**src/rtl/vga_pkg.sv**
```systemverilog
// Shared VGA display constants and the frame-reader state encoding.
package vga_pkg;

  localparam int unsigned VIDEO_WIDTH  = 640;
  localparam int unsigned VIDEO_HEIGHT = 480;
  localparam int unsigned PIXEL_COUNT  = VIDEO_WIDTH * VIDEO_HEIGHT;
  localparam int unsigned ADDR_WIDTH   = 20;
  localparam int unsigned X_WIDTH      = 10;
  localparam int unsigned Y_WIDTH      = 9;
  localparam int unsigned READ_LATENCY = 1;
  localparam int unsigned PIXEL_DIV    = 2;

  typedef enum logic [1:0] {
    WAIT_FRAME = 2'd0,
    SCAN       = 2'd1,
    DRAIN      = 2'd2,
    BLANK      = 2'd3
  } reader_state_e;

endpackage

```
**src/rtl/sync_delay_line.sv**
```systemverilog
// N-deep, W-wide register chain that advances on en_i; every stage resets to RST_VAL.
module sync_delay_line #(
  parameter int unsigned   N       = 2,
  parameter int unsigned   W       = 1,
  parameter logic [W-1:0]  RST_VAL = '0
) (
  input  logic         clk,
  input  logic         rst_n,
  input  logic         en_i,
  input  logic [W-1:0] d_i,
  output logic [W-1:0] q_o
);

  localparam int unsigned CW = N * W;

  logic [CW-1:0] chain_q;

  // Oldest sample sits in the top W bits; new samples enter at the bottom.
  always_ff @(posedge clk or negedge rst_n) begin
    if (!rst_n) begin
      chain_q <= {N{RST_VAL}};
    end else if (en_i) begin
      chain_q <= (chain_q << W) | CW'(d_i);
    end
  end

  assign q_o = chain_q[CW-1 -: W];

endmodule

```
**src/rtl/boid_frame_reader.sv**
```systemverilog
// Display-RAM read side: raster-to-address counter, pixel/sync re-alignment and end-of-frame pulse.
// Optional feature macro BOID_PIXEL_COUNT_EN adds boid_pix_count (set pixels seen in the last frame).
module boid_frame_reader
  import vga_pkg::*;
#(
  parameter int unsigned FRAME_LINES = VIDEO_HEIGHT
) (
  input  logic                  clock,
  input  logic                  resetn,
  input  logic                  pixel_en,
  input  logic [X_WIDTH-1:0]    x_in,
  input  logic [Y_WIDTH-1:0]    y_in,
  input  logic                  active_in,
  input  logic                  hsync_in,
  input  logic                  vsync_in,
  output logic [ADDR_WIDTH-1:0] read_addr,
  input  logic                  read_data,
  output logic                  pixel_on,
  output logic                  active_out,
  output logic                  hsync_out,
  output logic                  vsync_out,
  output logic                  screen_end,
`ifdef BOID_PIXEL_COUNT_EN
  output logic [ADDR_WIDTH-1:0] boid_pix_count,
`endif
  output logic                  addr_err
);

  localparam logic [X_WIDTH-1:0] LAST_X = X_WIDTH'(VIDEO_WIDTH - 1);
  localparam logic [Y_WIDTH-1:0] LAST_Y = Y_WIDTH'(FRAME_LINES - 1);

  reader_state_e         state_q;
  logic [ADDR_WIDTH-1:0] lin_cnt_q;
  logic                  rd_vld_q;
  logic [ADDR_WIDTH-1:0] exp_addr;
  logic                  rd_fire;
  logic                  enter_scan;
  logic                  frame_started;
  logic                  last_px;
  logic                  stage2_bit;
  logic [2:0]            sync_q;

  // x + 640*y as x + 512*y + 128*y
  assign exp_addr      = ADDR_WIDTH'(x_in) + (ADDR_WIDTH'(y_in) << 9) + (ADDR_WIDTH'(y_in) << 7);
  assign rd_fire       = pixel_en & vsync_in & active_in & (state_q == SCAN);
  assign enter_scan    = pixel_en & ~vsync_in & ((state_q == WAIT_FRAME) | (state_q == BLANK));
  assign frame_started = (lin_cnt_q != '0);
  assign last_px       = (x_in == LAST_X) && (y_in == LAST_Y);
  assign stage2_bit    = read_data & rd_vld_q;

  // A multi-tick vsync pulse keeps the counter at zero, so vsync in SCAN only
  // counts as a truncated frame once at least one read has been issued.
  always_ff @(posedge clock or negedge resetn) begin
    if (!resetn) begin
      state_q    <= WAIT_FRAME;
      lin_cnt_q  <= '0;
      rd_vld_q   <= 1'b0;
      read_addr  <= '0;
      pixel_on   <= 1'b0;
      screen_end <= 1'b0;
      addr_err   <= 1'b0;
    end else begin
      screen_end <= 1'b0;
      if (pixel_en) begin
        pixel_on <= stage2_bit;
        rd_vld_q <= rd_fire;

        if (!vsync_in) begin
          lin_cnt_q <= '0;
        end else if (rd_fire) begin
          read_addr <= lin_cnt_q;
          if (lin_cnt_q == exp_addr) begin
            lin_cnt_q <= lin_cnt_q + ADDR_WIDTH'(1);
          end else begin
            lin_cnt_q <= exp_addr + ADDR_WIDTH'(1);
            addr_err  <= 1'b1;
          end
        end

        case (state_q)
          WAIT_FRAME, BLANK: begin
            if (enter_scan) state_q <= SCAN;
          end
          SCAN: begin
            if (!vsync_in) begin
              if (frame_started) begin
                state_q  <= BLANK;
                addr_err <= 1'b1;
              end
            end else if (rd_fire && last_px) begin
              state_q <= DRAIN;
            end
          end
          DRAIN: begin
            screen_end <= 1'b1;
            state_q    <= BLANK;
          end
          default: state_q <= WAIT_FRAME;
        endcase
      end
    end
  end

  sync_delay_line #(
    .N       (2),
    .W       (3),
    .RST_VAL (3'b110)
  ) u_sync_dly (
    .clk   (clock),
    .rst_n (resetn),
    .en_i  (pixel_en),
    .d_i   ({hsync_in, vsync_in, active_in}),
    .q_o   (sync_q)
  );

  assign {hsync_out, vsync_out, active_out} = sync_q;

`ifdef BOID_PIXEL_COUNT_EN
  logic [ADDR_WIDTH-1:0] pix_cnt_q;
  logic [ADDR_WIDTH-1:0] pix_cnt_d;

  assign pix_cnt_d = pix_cnt_q + ADDR_WIDTH'(stage2_bit);

  // Snapshot includes the last pixel, which lands on the DRAIN tick.
  always_ff @(posedge clock or negedge resetn) begin
    if (!resetn) begin
      pix_cnt_q      <= '0;
      boid_pix_count <= '0;
    end else if (pixel_en) begin
      pix_cnt_q <= enter_scan ? '0 : pix_cnt_d;
      if (state_q == DRAIN) boid_pix_count <= pix_cnt_d;
    end
  end
`endif

endmodule

```
**config.mk**
```make
export PLATFORM = sky130hd
export DESIGN_NAME = boid_frame_reader
export DESIGN_NICKNAME = d
export VERILOG_FILES = /design/src/rtl/vga_pkg.sv /design/src/rtl/sync_delay_line.sv /design/src/rtl/boid_frame_reader.sv
export SDC_FILE = /design/constraint.sdc
export NUM_CORES = 1
export LEC_CHECK = 0
export BUFFER_PORTS_ARGS = -buffer_cell sky130_fd_sc_hd__buf_2
export CORE_ASPECT_RATIO = 0.5
export CORE_MARGIN = 2
export CORE_UTILIZATION = 50
export CTS_BUF_LIST = sky130_fd_sc_hd__clkbuf_2 sky130_fd_sc_hd__clkbuf_4 sky130_fd_sc_hd__clkbuf_8
export CTS_CLUSTER_DIAMETER = 40
export DETAILED_ROUTE_END_ITERATION = 6
export PLACE_DENSITY = 0.85
export SYNTH_ARGS = -nofsm -noshare
export SYNTH_HDL_FRONTEND = slang
export SYNTH_SLANG_ARGS = --single-unit
```
**constraint.sdc**
```tcl
create_clock -name clock -period 2 [get_ports clock]
set_input_delay 0.4 -clock clock [delete_from_list [all_inputs] [get_ports clock]]
set_output_delay 0.4 -clock clock [all_outputs]
set_load 0.01 [all_outputs]
```
==> report_table.html <==
<table>
<tr><th>Metric</th><th>Value</th></tr>
<tr><th colspan="2">Run status</th></tr>
<tr><td>Outcome</td><td>finished, violations left</td></tr>
<tr><td>Violated checks</td><td>setup timing</td></tr>
<tr><th colspan="2">Clock network</th></tr>
<tr><td>Cts-stage hold buffer count</td><td>0</td></tr>
<tr><td>Number of buffers created by CTS</td><td>5</td></tr>
<tr><td>Clock latency at the later pin of the worst-skew pair</td><td>0.30 ns</td></tr>
<tr><td>Maximum count of clock buffers along a single path</td><td>2</td></tr>
<tr><td>Clock-pin transition on the worst setup and hold timing paths</td><td>0.10 ns</td></tr>
<tr><td>Number of clock sinks</td><td>52</td></tr>
<tr><td>Master cell of the clock root buffer</td><td>clkbuf_8</td></tr>
<tr><td>TritonCTS clock tree</td><td>done</td></tr>
<tr><td># H-tree levels</td><td>2</td></tr>
<tr><th colspan="2">Cells and area</th></tr>
<tr><td>Fraction of layout cells with a size suffix above 1</td><td>38.6%</td></tr>
<tr><td>Flip-flop and latch area</td><td>1310 um^2</td></tr>
<tr><td>Number of antenna diodes</td><td>0</td></tr>
<tr><td>Layout-stage area growth over the synthesis result</td><td>39.1%</td></tr>
<tr><td>Multi-input logic area</td><td>2290 um^2</td></tr>
<tr><td>Number of filler instances in the final layout</td><td>483</td></tr>
<tr><td>Post-route non-filler standard cell count</td><td>621</td></tr>
<tr><td>Net count reported at finish</td><td>576</td></tr>
<tr><th colspan="2">Synth</th></tr>
<tr><td>Cell count after synthesis</td><td>398</td></tr>
<tr><td>Synth unique cells</td><td>64</td></tr>
<tr><td>Dominant cell by count in the synthesized netlist</td><td>nand2_1</td></tr>
<tr><td>Most used DFF post-synth</td><td>dfrtp_1</td></tr>
<tr><td>Top cells by instance count after synthesis</td><td>nand2_1 (89), dfrtp_1 (48), o21ai_0 (25)</td></tr>
<tr><td>Proportion of register bits with asynchronous set or reset after synthesis</td><td>100%</td></tr>
<tr><td>Biggest area consumer among synthesized cells</td><td>dfrtp_1</td></tr>
<tr><td>EDFF count, synth</td><td>0</td></tr>
<tr><td>Area share of the largest cell type after synthesis</td><td>34.2%</td></tr>
<tr><td>Synthesis-stage register bit count</td><td>52</td></tr>
<tr><td>Syn Area/Cell</td><td>8.82 um^2</td></tr>
<tr><td>Synth Cell Area</td><td>3510 um^2</td></tr>
<tr><td>Sequential area share after synthesis</td><td>37.2%</td></tr>
<tr><td>Top area cells in the synthesized netlist</td><td>dfrtp_1 (34%), nand2_1 (9.5%), ha_1 (7.1%), xor2_1 (5.7%), o21ai_0 (3.6%)</td></tr>
<tr><td>Synthesized net count</td><td>446</td></tr>
<tr><td>Total of warnings raised by yosys</td><td>0</td></tr>
<tr><th colspan="2">Floorplan</th></tr>
<tr><td>Core Region</td><td>6730 um^2</td></tr>
<tr><td>Die span in x</td><td>122 um</td></tr>
<tr><td>Height of the die</td><td>63.2 um</td></tr>
<tr><td>Starting density of the core</td><td>52.2%</td></tr>
<tr><td>DIE AREA</td><td>7750 um^2</td></tr>
<tr><td>Count of boundary I/O pins</td><td>52</td></tr>
<tr><td>Cell Rows</td><td>21</td></tr>
<tr><th colspan="2">Placed design</th></tr>
<tr><td>Global placer's final weighted congestion</td><td>0.937</td></tr>
<tr><td>Cell count after placement</td><td>604</td></tr>
<tr><td>Pre-CTS setup slack</td><td>-1.15 ns</td></tr>
<tr><td>Final HPWL from detailed placement</td><td>7430 um</td></tr>
<tr><td>Quantity of I/O buffers inserted on ports</td><td>51</td></tr>
<tr><th colspan="2">Route</th></tr>
<tr><td>Routed via count divided by cell count</td><td>5.70</td></tr>
<tr><td>Final routed wirelength across all metal layers</td><td>10,600 um</td></tr>
<tr><td>Number of nets with antenna violations after routing</td><td>0</td></tr>
<tr><td>Remaining DRCs</td><td>0</td></tr>
<tr><td>Total via count after detailed routing</td><td>3,542</td></tr>
<tr><td>Pre-antenna DRT Iters</td><td>5</td></tr>
<tr><td>Avg WL per Cell</td><td>17.1 um</td></tr>
<tr><td>DRC violation total after the first TritonRoute iteration</td><td>404</td></tr>
<tr><th colspan="2">Global route</th></tr>
<tr><td>Wire length of the first global-routing pass</td><td>16,000 um</td></tr>
<tr><td>Overall fraction of global-route tracks in use</td><td>26.3%</td></tr>
<tr><td>Number of global-route vias before repair</td><td>3,370</td></tr>
<tr><td>Pin count of the biggest net entering global routing</td><td>53</td></tr>
<tr><td>Initial antenna violation count</td><td>0</td></tr>
<tr><td>Aggregate global routing overflow</td><td>0</td></tr>
<tr><th colspan="2">STA</th></tr>
<tr><td>Max-slew headroom</td><td>46.4%</td></tr>
<tr><td>Final period demand of the worst path</td><td>2.82 ns</td></tr>
<tr><td>Final setup skew</td><td>0.0109 ns</td></tr>
<tr><td>Number of hold-slack violations in the final timing report</td><td>0</td></tr>
<tr><td>Number of max-slew violations in the final report</td><td>0</td></tr>
<tr><td>Setup violation total in the final timing report</td><td>9</td></tr>
<tr><td>Final cycle utilization of the critical path</td><td>141%</td></tr>
<tr><td>Slew of the pin with the lowest slew margin</td><td>0.796 ns</td></tr>
<tr><td>Post-route setup slack</td><td>-0.816 ns</td></tr>
<tr><td>RSZ-0062 raised after global routing</td><td>yes</td></tr>
<tr><td>Highest Clock Rate</td><td>355 MHz</td></tr>
<tr><th colspan="2">Critical path</th></tr>
<tr><td>WP data required</td><td>2.19 ns</td></tr>
<tr><td>Endpoint arrival time on the critical path</td><td>3.01 ns</td></tr>
<tr><td>Largest fanout on the critical path</td><td>2</td></tr>
<tr><td>Category of the most critical setup path</td><td>in -&gt; reg</td></tr>
<tr><td>Type of destination of the critical path</td><td>flip-flop</td></tr>
<tr><td>Crit start category</td><td>input port</td></tr>
<tr><th colspan="2">Power</th></tr>
<tr><td>Power density over the cells</td><td>836 nW/um^2</td></tr>
<tr><td>Worst vdd ir</td><td>0.389 mV</td></tr>
<tr><td>Reported leakage power</td><td>2.41 nW</td></tr>
<tr><th colspan="2">Worst hold path</th></tr>
<tr><td>Worst Hold Class</td><td>in -&gt; async</td></tr>
<tr><th colspan="2">Flow run</th></tr>
<tr><td>Maxcap violations</td><td>0</td></tr>
</table>
==> flip-flops by register name, summed over array words and instances (netlist names) <==
name / count
addr_err: 1
lin_cnt_q: 20
pixel_on: 1
rd_vld_q: 1
read_addr: 20
screen_end: 1
state_q: 2
u_sync_dly.chain_q: 6
==> area by class of cell <==
class                      instances  share of cell area (%)
multi-input combinational        314                    46.9
sequential                        52                    26.8
clock inverter                     3                   0.872
clock buffer                       5                    1.41
inverter                          12                   0.923
timing repair buffer             143                    20.7
tap                               92                    2.36
==> cells by family (layout without fill, tap and decap cells) <==
family	Yosys count	count (layout)	synth area share (%)
adder cells (fa/ha/maj)	22	22	8.27
AO/OA/AOI/OAI	70	70	13.3
buffers and inverters	32	163	3.92
flip-flops	52	52	37.2
multiplexers	8	8	2.60
XOR/XNOR	37	37	9.63
AND/OR/NAND/NOR	177	177	25.1
==> cells in the final DEF (no fill, tap or decap), types with 3 or more instances in the layout <==
master / Yosys / layout
ha_1: 20 / 16
buf_4: 0 / 81
a21oi_1: 8 / 8
mux2_2: 5 / 5
and2_1: 3 / 3
inv_1: 12 / 10
buf_2: 2 / 49
nand2_1: 89 / 89
xnor2_1: 13 / 10
dfstp_2: 4 / 4
o21ai_1: 4 / 9
clkbuf_8: 0 / 5
nand4_1: 5 / 5
xor2_2: 0 / 3
dfrtp_1: 48 / 48
nor4_1: 11 / 11
o21ai_0: 25 / 20
nand3_1: 11 / 11
xor2_1: 23 / 20
xnor2_2: 0 / 3
buf_6: 2 / 11
a31oi_1: 3 / 3
nor2b_1: 5 / 5
nor2_1: 21 / 17
and3_1: 3 / 3
ha_4: 0 / 3
==> through the flow <==
stage	setup TNS [ns]	util, %	total power [mW]	hold WS [ns]	area [um^2]
6_report	-6.28	72.6	4.08	0.0775	4880
2_1_floorplan	-6.07	-	2.43	0.104	3580
3_3_place_gp	-8.94	66.8	3.12	0.408	4490
4_1_cts	-5.65	70.3	3.96	0.0852	4730
3_5_place_dp	-9.63	66.8	3.18	0.408	4490
5_1_grt	-6.84	72.6	4.32	0.0929	4880
==> power breakdown <==
group          internal (mW)  switching (mW)  total, mW
sequential              1.29           0.127       1.41
clock                  0.370           0.332      0.703
combinational          0.930            1.04       1.97
==> critical path: stages <==
cell,delay [ns]
buf_8,0.10
fa_2,0.59
inv_2,0.04
fa_2,0.37
nor2b_4,0.16
o2111ai_4,0.14
nand3b_4,0.12
mux2_4,0.29
a221o_1,0.33
and4_4,0.20
a221o_1,0.26
==> layer usage <==
| metal | part of all wire (%) | up-vias | track usage (%) |
|---|---|---|---|
| met3 | 8.2 | 34 | 5.16 |
| li1 | - | 1644 | - |
| met5 | 0 | - | 0 |
| met2 | 47 | 181 | 43.5 |
| met4 | 2.5 | 0 | 6.75 |
| met1 | 42 | 1683 | 35.5 |
==> path summary, 6_finish.rpt <==
kind / endpoint / startpoint / slack, ns / cells after the start
hold reg to reg: read_addr[12]$_DFFE_PN0P_ / read_addr[12]$_DFFE_PN0P_ / 0.48 / 2
max in group asynchronous: u_sync_dly.chain_q[1]$_DFFE_PN1P_ / resetn / 1.63 / 2
min in group clock: u_sync_dly.chain_q[2]$_DFFE_PN1P_ / hsync_in / 0.34 / 2
hold / removal: lin_cnt_q[12]$_DFFE_PN0P_ / resetn / 0.08 / 2
setup reg to reg: addr_err$_DFFE_PN0P_ / lin_cnt_q[14]$_DFFE_PN0P_ / -0.42 / 7
setup / recovery: lin_cnt_q[16]$_DFFE_PN0P_ / x_in[9] / -0.82 / 11
==> repair_timing <==
action	in CTS	in global routing
gates resized for setup	20	22
setup buffers	3	7
cloned	0	0
pin swaps	13	13
endpoints found under the setup margin	10	11
No activity file was read; power rests on OpenSTA's default activity.
